==> config.mk <==
export PLATFORM = sky130hd
export DESIGN_NAME = ahb_stream_writer
export DESIGN_NICKNAME = d
export VERILOG_FILES = /design/src/rtl/ahb_stream_writer.sv
export SDC_FILE = /design/constraint.sdc
export NUM_CORES = 1
export LEC_CHECK = 0
export BUFFER_PORTS_ARGS = -buffer_cell sky130_fd_sc_hd__buf_2
export CAP_MARGIN = 20
export CELL_PAD_IN_SITES_DETAIL_PLACEMENT = 2
export CELL_PAD_IN_SITES_GLOBAL_PLACEMENT = 2
export CORE_MARGIN = 4
export CORE_UTILIZATION = 44
export DETAILED_ROUTE_END_ITERATION = 8
export PLACE_DENSITY_LB_ADDON = 0.1
export SETUP_SLACK_MARGIN = 0.15
export SLEW_MARGIN = 20
export SYNTH_ARGS = -nofsm -noshare
export SYNTH_HDL_FRONTEND = slang
export SYNTH_SLANG_ARGS = --single-unit
==> constraint.sdc <==
create_clock -name HCLK -period 7.7 [get_ports HCLK]
set_input_delay 0.385 -clock HCLK [delete_from_list [all_inputs] [get_ports HCLK]]
set_output_delay 0.385 -clock HCLK [all_outputs]
set_load 0.03 [all_outputs]
==> src/rtl/ahb_stream_writer.sv <==
// AHB-Lite write master that drains a 32-bit valid/ready stream into a
// contiguous, word-aligned RAM region using single NONSEQ word writes.
// Words are buffered in a small FIFO; the bus side is fully pipelined
// (address phase of word n+1 overlaps the data phase of word n).
module ahb_stream_writer #(
    parameter int          FIFO_DEPTH = 4,
    parameter logic [31:0] BASE_ADDR  = 32'h2000_0000,
    parameter int          WORDS      = 256
) (
    input  logic        HCLK,
    input  logic        HRESET,
    input  logic        start,
    input  logic        s_valid,
    input  logic [31:0] s_data,
    output logic        s_ready,
    output logic        busy,
    output logic        done,
    output logic        error,
    output logic [31:0] HADDR,
    output logic [1:0]  HTRANS,
    output logic        HWRITE,
    output logic [2:0]  HSIZE,
    output logic [31:0] HWDATA,
    input  logic        HREADY,
    input  logic        HRESP
);

    localparam int PW = (FIFO_DEPTH > 1) ? $clog2(FIFO_DEPTH) : 1;
    localparam int CW = PW + 1;
    // Index must hold WORDS itself (up to 2**16), hence 17 bits.
    localparam int IW = 17;
    localparam logic [CW-1:0] DEPTH_C = CW'(FIFO_DEPTH);
    localparam logic [IW-1:0] WORDS_C = IW'(WORDS);

    typedef enum logic [1:0] {
        S_IDLE = 2'd0,
        S_RUN  = 2'd1,
        S_ERR  = 2'd2
    } state_t;

    state_t state;
    state_t state_nxt;

    // FIFO storage and bookkeeping
    logic [31:0]   mem [FIFO_DEPTH];
    logic [PW-1:0] rd_ptr;
    logic [PW-1:0] wr_ptr;
    logic [CW-1:0] count;
    logic [CW-1:0] count_nxt;

    // Bus-side registers
    logic          htrans_q;   // 1 = NONSEQ presented in the address phase
    logic          dphase;     // a data phase is in progress this cycle
    logic [31:0]   haddr_q;
    logic [31:0]   hwdata_q;
    logic [IW-1:0] idx;
    logic [IW-1:0] idx_nxt;
    logic [31:0]   next_addr;

    logic start_acc;
    logic push;
    logic accept;
    logic err_first;
    logic cancel;
    logic pop;
    logic issue;
    logic last_done;

    assign s_ready   = (count != DEPTH_C);
    assign start_acc = start && (state == S_IDLE);
    // A push coinciding with an accepted start is dropped by the flush.
    assign push      = s_valid && s_ready && !start_acc;
    assign accept    = (state == S_RUN) && htrans_q && HREADY;
    // First cycle of the two-cycle ERROR response.
    assign err_first = (state == S_RUN) && dphase && HRESP && !HREADY;
    // The address phase still pending when ERROR arrives is dropped with its word.
    assign cancel    = err_first && htrans_q;
    assign pop       = accept || cancel;
    assign count_nxt = count + CW'(push) - CW'(pop);
    assign idx_nxt   = idx + IW'(accept);
    assign next_addr = BASE_ADDR + (32'(idx_nxt) << 2);
    assign issue     = (count_nxt != '0) && (idx_nxt < WORDS_C);
    assign last_done = (state == S_RUN) && dphase && HREADY && !HRESP && (idx == WORDS_C);

    assign HTRANS = {htrans_q, 1'b0};
    assign HWRITE = htrans_q;
    assign HADDR  = haddr_q;
    assign HWDATA = hwdata_q;
    assign HSIZE  = 3'b010;

    // Control state register.
    always_ff @(posedge HCLK or posedge HRESET) begin
        if (HRESET) begin
            state <= S_IDLE;
        end else begin
            state <= state_nxt;
        end
    end

    // Next-state selection: job start, normal completion, error unwind.
    always_comb begin
        state_nxt = state;
        case (state)
            S_IDLE: if (start) state_nxt = S_RUN;
            S_RUN: begin
                if (err_first) begin
                    state_nxt = S_ERR;
                end else if (last_done) begin
                    state_nxt = S_IDLE;
                end
            end
            S_ERR: if (HREADY) state_nxt = S_IDLE;
            default: state_nxt = S_IDLE;
        endcase
    end

    // Busy covers the whole job, including the second ERROR cycle.
    always_comb begin
        busy = (state != S_IDLE);
    end

    // FIFO pointers and occupancy; an accepted start empties the buffer.
    always_ff @(posedge HCLK or posedge HRESET) begin
        if (HRESET) begin
            rd_ptr <= '0;
            wr_ptr <= '0;
            count  <= '0;
        end else if (start_acc) begin
            rd_ptr <= '0;
            wr_ptr <= '0;
            count  <= '0;
        end else begin
            if (push) wr_ptr <= wr_ptr + 1'b1;
            if (pop)  rd_ptr <= rd_ptr + 1'b1;
            count <= count_nxt;
        end
    end

    // FIFO word storage (no reset needed, occupancy guards reads).
    always_ff @(posedge HCLK) begin
        if (push) mem[wr_ptr] <= s_data;
    end

    // Bus address/data phase registers, word index and status flags.
    always_ff @(posedge HCLK or posedge HRESET) begin
        if (HRESET) begin
            htrans_q <= 1'b0;
            dphase   <= 1'b0;
            haddr_q  <= BASE_ADDR;
            hwdata_q <= '0;
            idx      <= '0;
            done     <= 1'b0;
            error    <= 1'b0;
        end else begin
            done <= last_done;

            if (start_acc) begin
                error <= 1'b0;
            end else if ((state == S_ERR) && HREADY) begin
                error <= 1'b1;
            end

            if (start_acc) begin
                idx <= '0;
            end else if (accept) begin
                idx <= idx_nxt;
            end

            if (accept) hwdata_q <= mem[rd_ptr];

            // Address/control only move when the bus is ready, except that
            // an ERROR response must withdraw a pending NONSEQ immediately.
            if (err_first) begin
                htrans_q <= 1'b0;
            end else if ((state == S_RUN) && HREADY) begin
                htrans_q <= issue;
                dphase   <= accept;
                if (issue) haddr_q <= next_addr;
            end

            if (state != S_RUN) dphase <= 1'b0;
        end
    end

endmodule

==> results of run 1 <==
worst register-to-register path, stage by stage (launching register included):
cell,delay [ns]
dfrtp_1,0.44
nor2b_1,0.17
and2_1,0.22
nand2_2,0.06
buf_4,0.32
inv_2,0.15
ha_1,0.21
ha_1,0.26
nand3_2,0.19
nor4_1,0.56
xnor2_1,0.18
nand4_1,0.17
a211oi_4,0.74
mux2_2,0.42
metal layers:
layer | GRT usage, % | up-vias | wire length [um]
li1 | - | 2230 | -
met1 | 24.4 | 2613 | 8510
met2 | 36.6 | 121 | 11100
met3 | 3.82 | 36 | 868
met4 | 4.61 | 4 | 376
met5 | 0 | - | 27
synth_stat cells, types with 2 or more instances:
library cell	number
xnor2_1	11
and2_1	6
buf_1	4
nand3_1	12
buf_2	5
nand4_1	5
o21ai_0	26
edfxtp_1	128
buf_4	20
nor3_1	3
nand2b_1	2
a31oi_1	2
nand2_1	121
mux2_2	6
and3_1	3
ha_1	8
conb_1	2
nor2b_1	9
a21oi_1	8
nor4_1	5
xor2_1	4
mux4_2	32
inv_1	12
mux2i_1	4
clkbuf_1	16
o31ai_1	3
or2_2	2
dfrtp_1	79
nor3_2	3
nor2_1	26
worst paths after layout:
path	from	cells after the start	slack, ns	end
setup / recovery	state[1]$_DFFE_PP0P_	13	3.48	HADDR[7]$_DFFE_PP0P_
max in group asynchronous	HRESET	4	6.08	rd_ptr[0]$_DFFE_PP0P_
min in group asynchronous	HRESET	3	0.41	HWDATA[2]$_DFFE_PP0P_
hold / removal	s_data[10]	1	0.09	mem[0][10]$_DFFE_PP_
hold reg to reg	HWDATA[6]$_DFFE_PP0P_	2	0.47	HWDATA[6]$_DFFE_PP0P_
setup reg to reg	state[1]$_DFFE_PP0P_	13	3.48	HADDR[7]$_DFFE_PP0P_
where the power goes:
group	switching [mW]	internal [mW]	leakage, nW
registers	0.177	1.43	2.20
logic	0.671	0.379	1.43
clock network	0.428	0.602	0.345
total	1.28	2.41	3.97
cell families after synthesis:
family / count (synthesis) / synth area share, %
buffers and inverters: 58 / 3.65
XOR/XNOR: 15 / 1.56
AO/OA/AOI/OAI: 43 / 3.05
AND/OR/NAND/NOR: 205 / 11.1
flip-flops: 207 / 69.2
adder cells (fa/ha/maj): 9 / 1.43
other: 2 / 0.0893
multiplexers: 42 / 9.85
through the flow:
step	cell area, um2	setup slack, ns	hold slack, ns	total power [mW]	utilization, %
floorplan	8470	3.91	0.448	2.32	-
global placement	9000	3.66	0.399	2.61	48.0
detailed placement	9000	3.43	0.403	2.69	48.0
CTS	9730	3.42	0.0613	3.75	51.8
global route	9730	3.14	0.0666	3.90	51.8
finish	9730	3.48	0.0867	3.69	51.8
registers in the layout (all words and copies together), names as in the netlist:
name    flops
HADDR      17
HWDATA     32
HWRITE      1
count       3
done        1
dphase      1
error       1
idx        17
mem       128
rd_ptr      2
state       2
wr_ptr      2
layout make-up:
type	count	area, um2	share of cell area [%]
antenna	1	2.50	0.0257
timing repair buffer	97	500	5.14
sequential	207	5820	59.9
tap	234	293	3.01
multi-input combinational	333	2350	24.2
clock inverter	9	90.1	0.926
clock buffer	33	623	6.41
inverter	12	46.3	0.476
==> metrics, run 1 <==
status=finished, final reports clean; top cell type's share of synthesized area=45.7%; placed insts=882; Lkg Pwr=3.97 nW; fmax=237 MHz; crit path DAT=4.62 ns; Rows=50; via count=5004; post-route ant nets=0; CP peak stage delay=0.74 ns; RSZ-0062 raised after global routing=false; most frequent cells in the layout=edfxtp_1, nand2_1, buf_2; crit path time final=4.22 ns; fin crit share=54.8%; Placer Congestion=0.774; Core ar.=18800 um2; Clock transition at path regs=0.06 ns; initial antenna violation count=3; critical path required time=8.10 ns; WS Path Type=reg2reg; drt pass-1 iters=4; crit-path leading delay family=simple AND/OR/NAND/NOR gates; Max FO, Critical Path=53; largest net degree at the start of global routing=60; endpoint type of the worst setup path=flop; Root Driver=clkbuf_16; final setup fails=0; die area=21400 um2; nets=721; gr usage total=19.9%; Max-Cap Viols=0; startpoint types=flop; Remaining Overflow, GRT=0; CTS tree=yes; Die H=146 um; sequential area share after synthesis=69.2%; most frequent CP cell=ha_1; crit path max-delay cell type=a211oi_4; crit path cell chain=nor2b_1, and2_1, nand2_2, buf_4, inv_2, ha_1, ha_1, nand3_2, nor4_1, xnor2_1, nand4_1, a211oi_4, mux2_2; Avg Synthesized Cell Area=14.5 um2; Skew-Pair Late Insertion Delay=0.51 ns; Finished Layout Cells=926; Final Hold Fails=0; Die W=146 um; CTS Sinks=207; number of synthesized flops with an enable pin=128; Yosys cell types=44; synth top area cells=edfxtp_1, dfrtp_1, mux4_2; Synth Cell Area=8410 um2; slew of the pin with the lowest slew margin=0.990 ns; Synth Flop Type=edfxtp_1; post-CTS resize count=0; Layout area overhead=15.7%; postcts setup bufs=0; Ports=112; Yosys warning total=0; DRC viols=0; number of global-route vias before repair=5820; WL/cell=22.6 um; Max rail drop VDD=0.216 mV; Synth area leader=edfxtp_1; Post-Route Skew=0.00846 ns; Fillers=1776; clk buf depth=3; input/output buffers=92; setup_tns=0 ns; Crit path buffers/inverters=2; Hold Path Class=in2reg; CTS H-tree depth=1; HPWL after DPL=13300 um; initial core utilization=44.8%; most common cell after layout, fill and taps aside=edfxtp_1; first-pass GRT wire length=33400 um; DR iter-0 viols=222; Seq cells post-synth=207; worst relative slew slack=34.0%; Avg Vias per Cell=5.40; Post-synth ARST share=38.2%; hold-fix buffer count after cts=1; drt total wl=20900 um; CTS buffer count=23; share of cells above drive strength 1=26.8%; Power Density=379 nW/um2; Slew Viols, Final=0; Mapped Cells=581
Note: power is estimated with default switching activity, not from simulation.
==> inputs of run 2 (changes only) <==
CORE_UTILIZATION = 36   (was 44)
clock period = 3.8 ns   (was 7.7 ns; I/O delays follow)
==> metrics, run 2 (same netlist as run 1, synthesis figures left out) <==
DR iter-0 viols=211 (-5.0%); WL/cell=19.9 um (-12%); WS Path Type=reg2reg; Ports=112 (unchanged); Max rail drop VDD=0.409 mV (+89%); crit path max-delay cell type=dfrtp_1; initial core utilization=36.9% (-7.9 points); dpl cell area=9130 um2 (+1.4%); status=finished, final reports clean; most used routing layer in global routing=met2; number of global-route vias before repair=5822 (+0.034%); share of cells above drive strength 1=27.3% (+0.55 points); met3 GRT Util=2.98% (-0.84 points); design area=10400 um2 (+6.6%); Rows=55 (+10%); crit path DAT=3.75 ns (-0.87 ns); Core ar.=22800 um2 (+21%); most common cell after layout, fill and taps aside=edfxtp_1; worst relative slew slack=31.0% (-3.0 points); Die H=161 um (+10%); Lkg Pwr=4.24 nW (+6.6%); final setup fails=0 (unchanged); Crit path buffers/inverters=5 (+3); crit path time final=3.36 ns (-0.862 ns); most frequent CP cell=inv_1; Max-Cap Viols=0 (unchanged); via count=5099 (+1.9%); drt pass-1 iters=4 (unchanged); Placer Congestion=0.796 (+2.8%); endpoint type of the worst setup path=flop; met2 Use GR=28.4% (-8.2 points); Avg Vias per Cell=4.88 (-9.7%); Finished Layout Cells=1045 (+13%); CTS tree=yes; Layout area overhead=23.4%; Die W=161 um (+10%); crit path cell chain=nor2_1, nand2_1, nand2_1, nor2_4, inv_1, ha_1, inv_1, ha_1, inv_1, fa_1, xor2_2, xnor2_1, nand3b_1, nand4_1, a211oi_4, buf_12, buf_4, and2b_1; crit-path leading delay family=simple AND/OR/NAND/NOR gates; fmax=298 MHz (+26%); placed insts=964 (+9.3%); pre-CTS WS=0.0894 ns (-3.34 ns); Post-Route Skew=0.0273 ns (+0.0188 ns); CTS buffer count=24 (+4.3%); first-pass GRT wire length=33300 um (-0.43%); HPWL after DPL=12500 um (-6.3%); DRC viols=0 (unchanged); slew of the pin with the lowest slew margin=1.03 ns (+0.0452 ns); largest register by flop count=mem; die area=25900 um2 (+21%); Max FO, Critical Path=11 (-79%); critical path required time=4.19 ns (-3.91 ns); Remaining Overflow, GRT=0 (unchanged); antenna cells=0 (-1); Slew Viols, Final=0 (unchanged); RSZ-0062 raised after global routing=false; gr usage total=16.2% (-3.8 points); nets=761 (+5.5%); largest net degree at the start of global routing=56 (-6.7%); startpoint types=flop; post-route ant nets=0 (unchanged); Power Density=748 nW/um2 (+97%); max reg flops=128 (unchanged); fin crit share=88.4% (+34 points); Skew-Pair Late Insertion Delay=0.52 ns (about the same); CTS Sinks=207 (unchanged); CTS H-tree depth=1 (unchanged); Hold Path Class=in2reg; Final Hold Fails=0 (unchanged); clk buf depth=3 (unchanged); met1 Resource Use GR=20.8% (-3.6 points); CP peak stage delay=0.43 ns (-0.31 ns); Clock transition at path regs=0.06 ns (about the same); Root Driver=clkbuf_16; final worst slack=0.442 ns (-3.04 ns); most frequent cells in the layout=edfxtp_1, nand2_1, buf_2; input/output buffers=92 (unchanged); Power Total=7.76 mW (+110%); initial antenna violation count=0 (-3); setup_tns=0 ns (unchanged); drt total wl=20800 um (-0.74%)
## run 2: area by class of cell
cell class	instances	area [um2]
Fill cell	2193	12400
Sequential cell	207	5820
Multi-Input combinational cell	333	2410
Timing Repair Buffer	136	893
Clock buffer	31	657
Tap cell	313	392
Clock inverter	13	151
Inverter	12	46.3
## run 2: path summary, 6_finish.rpt
path                                  startpoint                    end  slack [ns]  cells after the start
max in group asynchronous                 HRESET  rd_ptr[1]$_DFFE_PP0P_        2.31                      4
max                           count[1]$_DFF_PP0_  HADDR[17]$_DFFE_PP0P_        0.44                     18
min                                        start   state[0]$_DFFE_PP0P_        0.04                      3
max reg2reg                   count[1]$_DFF_PP0_  HADDR[17]$_DFFE_PP0P_        0.44                     18
min in group asynchronous                 HRESET  HWDATA[0]$_DFFE_PP0P_        0.26                      3
min reg2reg                HWDATA[6]$_DFFE_PP0P_  HWDATA[6]$_DFFE_PP0P_        0.46                      2
## run 2: report_power, final
part,internal [mW],leakage (nW),switching (mW)
combinational,0.835,1.64,1.34
clock,1.42,0.398,0.911
sequential,2.89,2.20,0.358
## run 2: per-stage QoR
| stage | hold WS [ns] | utilization (%) |
|---|---|---|
| 5_1_grt | 0.0386 | 45.5 |
| 3_5_place_dp | 0.260 | 40.1 |
| 3_3_place_gp | 0.253 | 40.1 |
| 2_1_floorplan | 0.253 | - |
| 4_1_cts | 0.00871 | 45.3 |
| 6_report | 0.0447 | 45.5 |
## run 2: routing by layer
layer  part of all wire, %  up-vias  routed length (um)
met5                     0        -                   0
met4                   2.3        0                 480
met3                   4.6       29                 950
met2                    50      115               10300
met1                    43     2646                9010
li1                      -     2309                   -
## run 2: tightest hold or removal path, cell delays in order
cell     delay [ns]
buf_2          0.10
nand2_1        0.13
a21oi_1        0.08
## run 2: repair_timing
item,CTS,global route
endpoints found under the setup margin,4,17
resized for setup,0,10
setup buffers,1,0
endpoints found under the hold margin,154,0
pin swaps,1,0
hold buffers,36,0
==> inputs of run 3 (changes only) <==
CORE_MARGIN = 3   (was 4)
CORE_UTILIZATION = 33   (was 36)
clock period = 3 ns   (was 3.8 ns; I/O delays follow)
==> metrics, run 3 (same netlist as run 1, synthesis figures left out) <==
Placer Congestion=0.692 (-13%); Die H=166 um (+3.0%); R2R depth=14 (-4); via count=5194 (+1.9%); most common cell after layout, fill and taps aside=edfxtp_1; drt pass-1 iters=4 (unchanged); final setup fails=0 (unchanged); Max-Cap Viols=0 (unchanged); CTS buffer count=24 (unchanged); DRC viols=0 (unchanged); setup_tns=0 ns (unchanged); die area=27400 um2 (+6.0%); design area=10600 um2 (+2.5%); endpoint type of the worst setup path=flop; drt total wl=21200 um (+2.1%); Remaining Overflow, GRT=0 (unchanged); CTS Sinks=207 (unchanged); startpoint types=flop; Skew-Pair Late Insertion Delay=0.53 ns (about the same); HPWL after DPL=13800 um (+10%); Max rail drop VDD=0.557 mV (+36%); crit path DAT=3.38 ns (-0.37 ns); RSZ-0062 raised after global routing=true; placed insts=994 (+3.1%); worst relative slew slack=39.3% (+8.3 points); status=finished, final reports clean; Lkg Pwr=4.35 nW (+2.6%); Slew Viols, Final=0 (unchanged); Power Density=930 nW/um2 (+24%); clk buf depth=3 (unchanged); Avg Vias per Cell=4.81 (-1.3%); first-pass GRT wire length=33900 um (+2.0%); initial antenna violation count=0 (unchanged); dpl cell area=9440 um2 (+3.4%); largest register by flop count=mem; post-route ant nets=0 (unchanged); input/output buffers=92 (unchanged); number of global-route vias before repair=5895 (+1.3%); Die W=166 um (+3.0%); largest net degree at the start of global routing=53 (-5.4%); DR iter-0 viols=241 (+14%); critical path required time=3.40 ns (-0.79 ns); fin crit share=99.5% (+11 points); pre-CTS WS=-0.0544 ns (-0.144 ns); Ports=112 (unchanged); capturing point of the worst reg2reg path=HADDR[2]$_DFFE_PP0P_; final worst slack=0.0159 ns (-0.426 ns); CTS H-tree depth=1 (unchanged); hold slack final=0.0605 ns (+0.0157 ns); Clock transition at path regs=0.06 ns (about the same); slew of the pin with the lowest slew margin=0.911 ns (-0.124 ns); critical path endpoint=HADDR[2]$_DFFE_PP0P_; Layout area overhead=26.5%; HP Start=HRESP; Max FO, Critical Path=9 (-2); nets=784 (+3.0%); share of cells above drive strength 1=30.9% (+3.5 points); gr usage total=16.0% (-0.13 points); fmax=335 MHz (+13%); max reg flops=128 (unchanged); Post-Route Skew=0.0187 ns (-0.00856 ns); CTS tree=yes; WL/cell=19.6 um (-1.2%); slack of the worst reg-to-reg path=0.02 ns (-0.43 ns); Finished Layout Cells=1079 (+3.3%); CP startpoint=state[1]$_DFFE_PP0P_; WS Path Type=reg2reg; Core ar.=24700 um2 (+8.3%); Rows=57 (+3.6%); crit path time final=2.98 ns (-0.374 ns); antenna cells=0 (unchanged); initial core utilization=34.1% (-2.8 points); Root Driver=clkbuf_16; Hold Path Class=in2reg; FF-to-FF Start=state[1]$_DFFE_PP0P_; Final Hold Fails=0 (unchanged); most frequent cells in the layout=edfxtp_1, nand2_1, buf_2
[run 3: cell types whose count changed in the layout (fill, tap and decap cells not counted), sizes merged]
cell         delta
buf            +22
bufinv          -3
clkbuf          +3
dlygate4sd3     +1
[run 3: routing by layer]
metal	track usage [%]	part of all wire, %
met1	19.4	41
met2	29.7	53
met3	2.62	3.2
met4	3.89	2.3
met5	0	0
[run 3: cell type report]
cell class | count | area [um2]
clock buffers | 34 | 668
clock inverters | 10 | 72.6
fillers | 2444 | 14000
inverters | 12 | 48.8
multi-input cells | 333 | 2510
flip-flops and latches | 207 | 5830
well taps | 324 | 405
repair buffers | 159 | 1090
[run 3: power by group]
part	switching, mW	internal, mW
registers	0.401	3.66
logic	1.81	1.29
clock network	1.16	1.56
[run 3: through the flow]
stage	power, mW	util [%]
final	9.88	43.1
after CTS	10.1	43.0
after detailed placement	7.14	38.3
after global placement	7.02	38.3
after global routing	10.5	43.1
after floorplan	6.07	-
[run 3: worst max-delay path, cell delays in order, from the launching register on]
cell and delay (ns):
dfrtp_2 0.40, nand2b_4 0.16, nor3b_4 0.24, ha_1 0.26, inv_1 0.05, ha_1 0.14
inv_2 0.04, fa_2 0.32, xor2_1 0.16, xnor2_1 0.14, nand3b_1 0.09, nand4_1 0.13
a211oi_4 0.24, buf_12 0.18, mux2_4 0.30
[run 3: repair_timing]
action / CTS / global route
hold endpoints to repair: 154 / 0
setup endpoints to repair: 10 / 18
cloned: 0 / 0
setup buffers: 4 / 0
hold buffers: 37 / 0
gates resized for setup: 3 / 4
pin swaps: 0 / 0
[run 3: worst min-delay path by stage]
stage                      endpoint  cells past startpoint  slack, ns
2_1_floorplan  state[1]$_DFFE_PP0P_                      1       0.21
3_3_place_gp      error$_DFFE_PP0P_                      2       0.20
3_5_place_dp      error$_DFFE_PP0P_                      2       0.22
4_1_cts              done$_DFF_PP0_                      4       0.03
5_1_grt              done$_DFF_PP0_                      4       0.09
6_report             done$_DFF_PP0_                      4       0.06
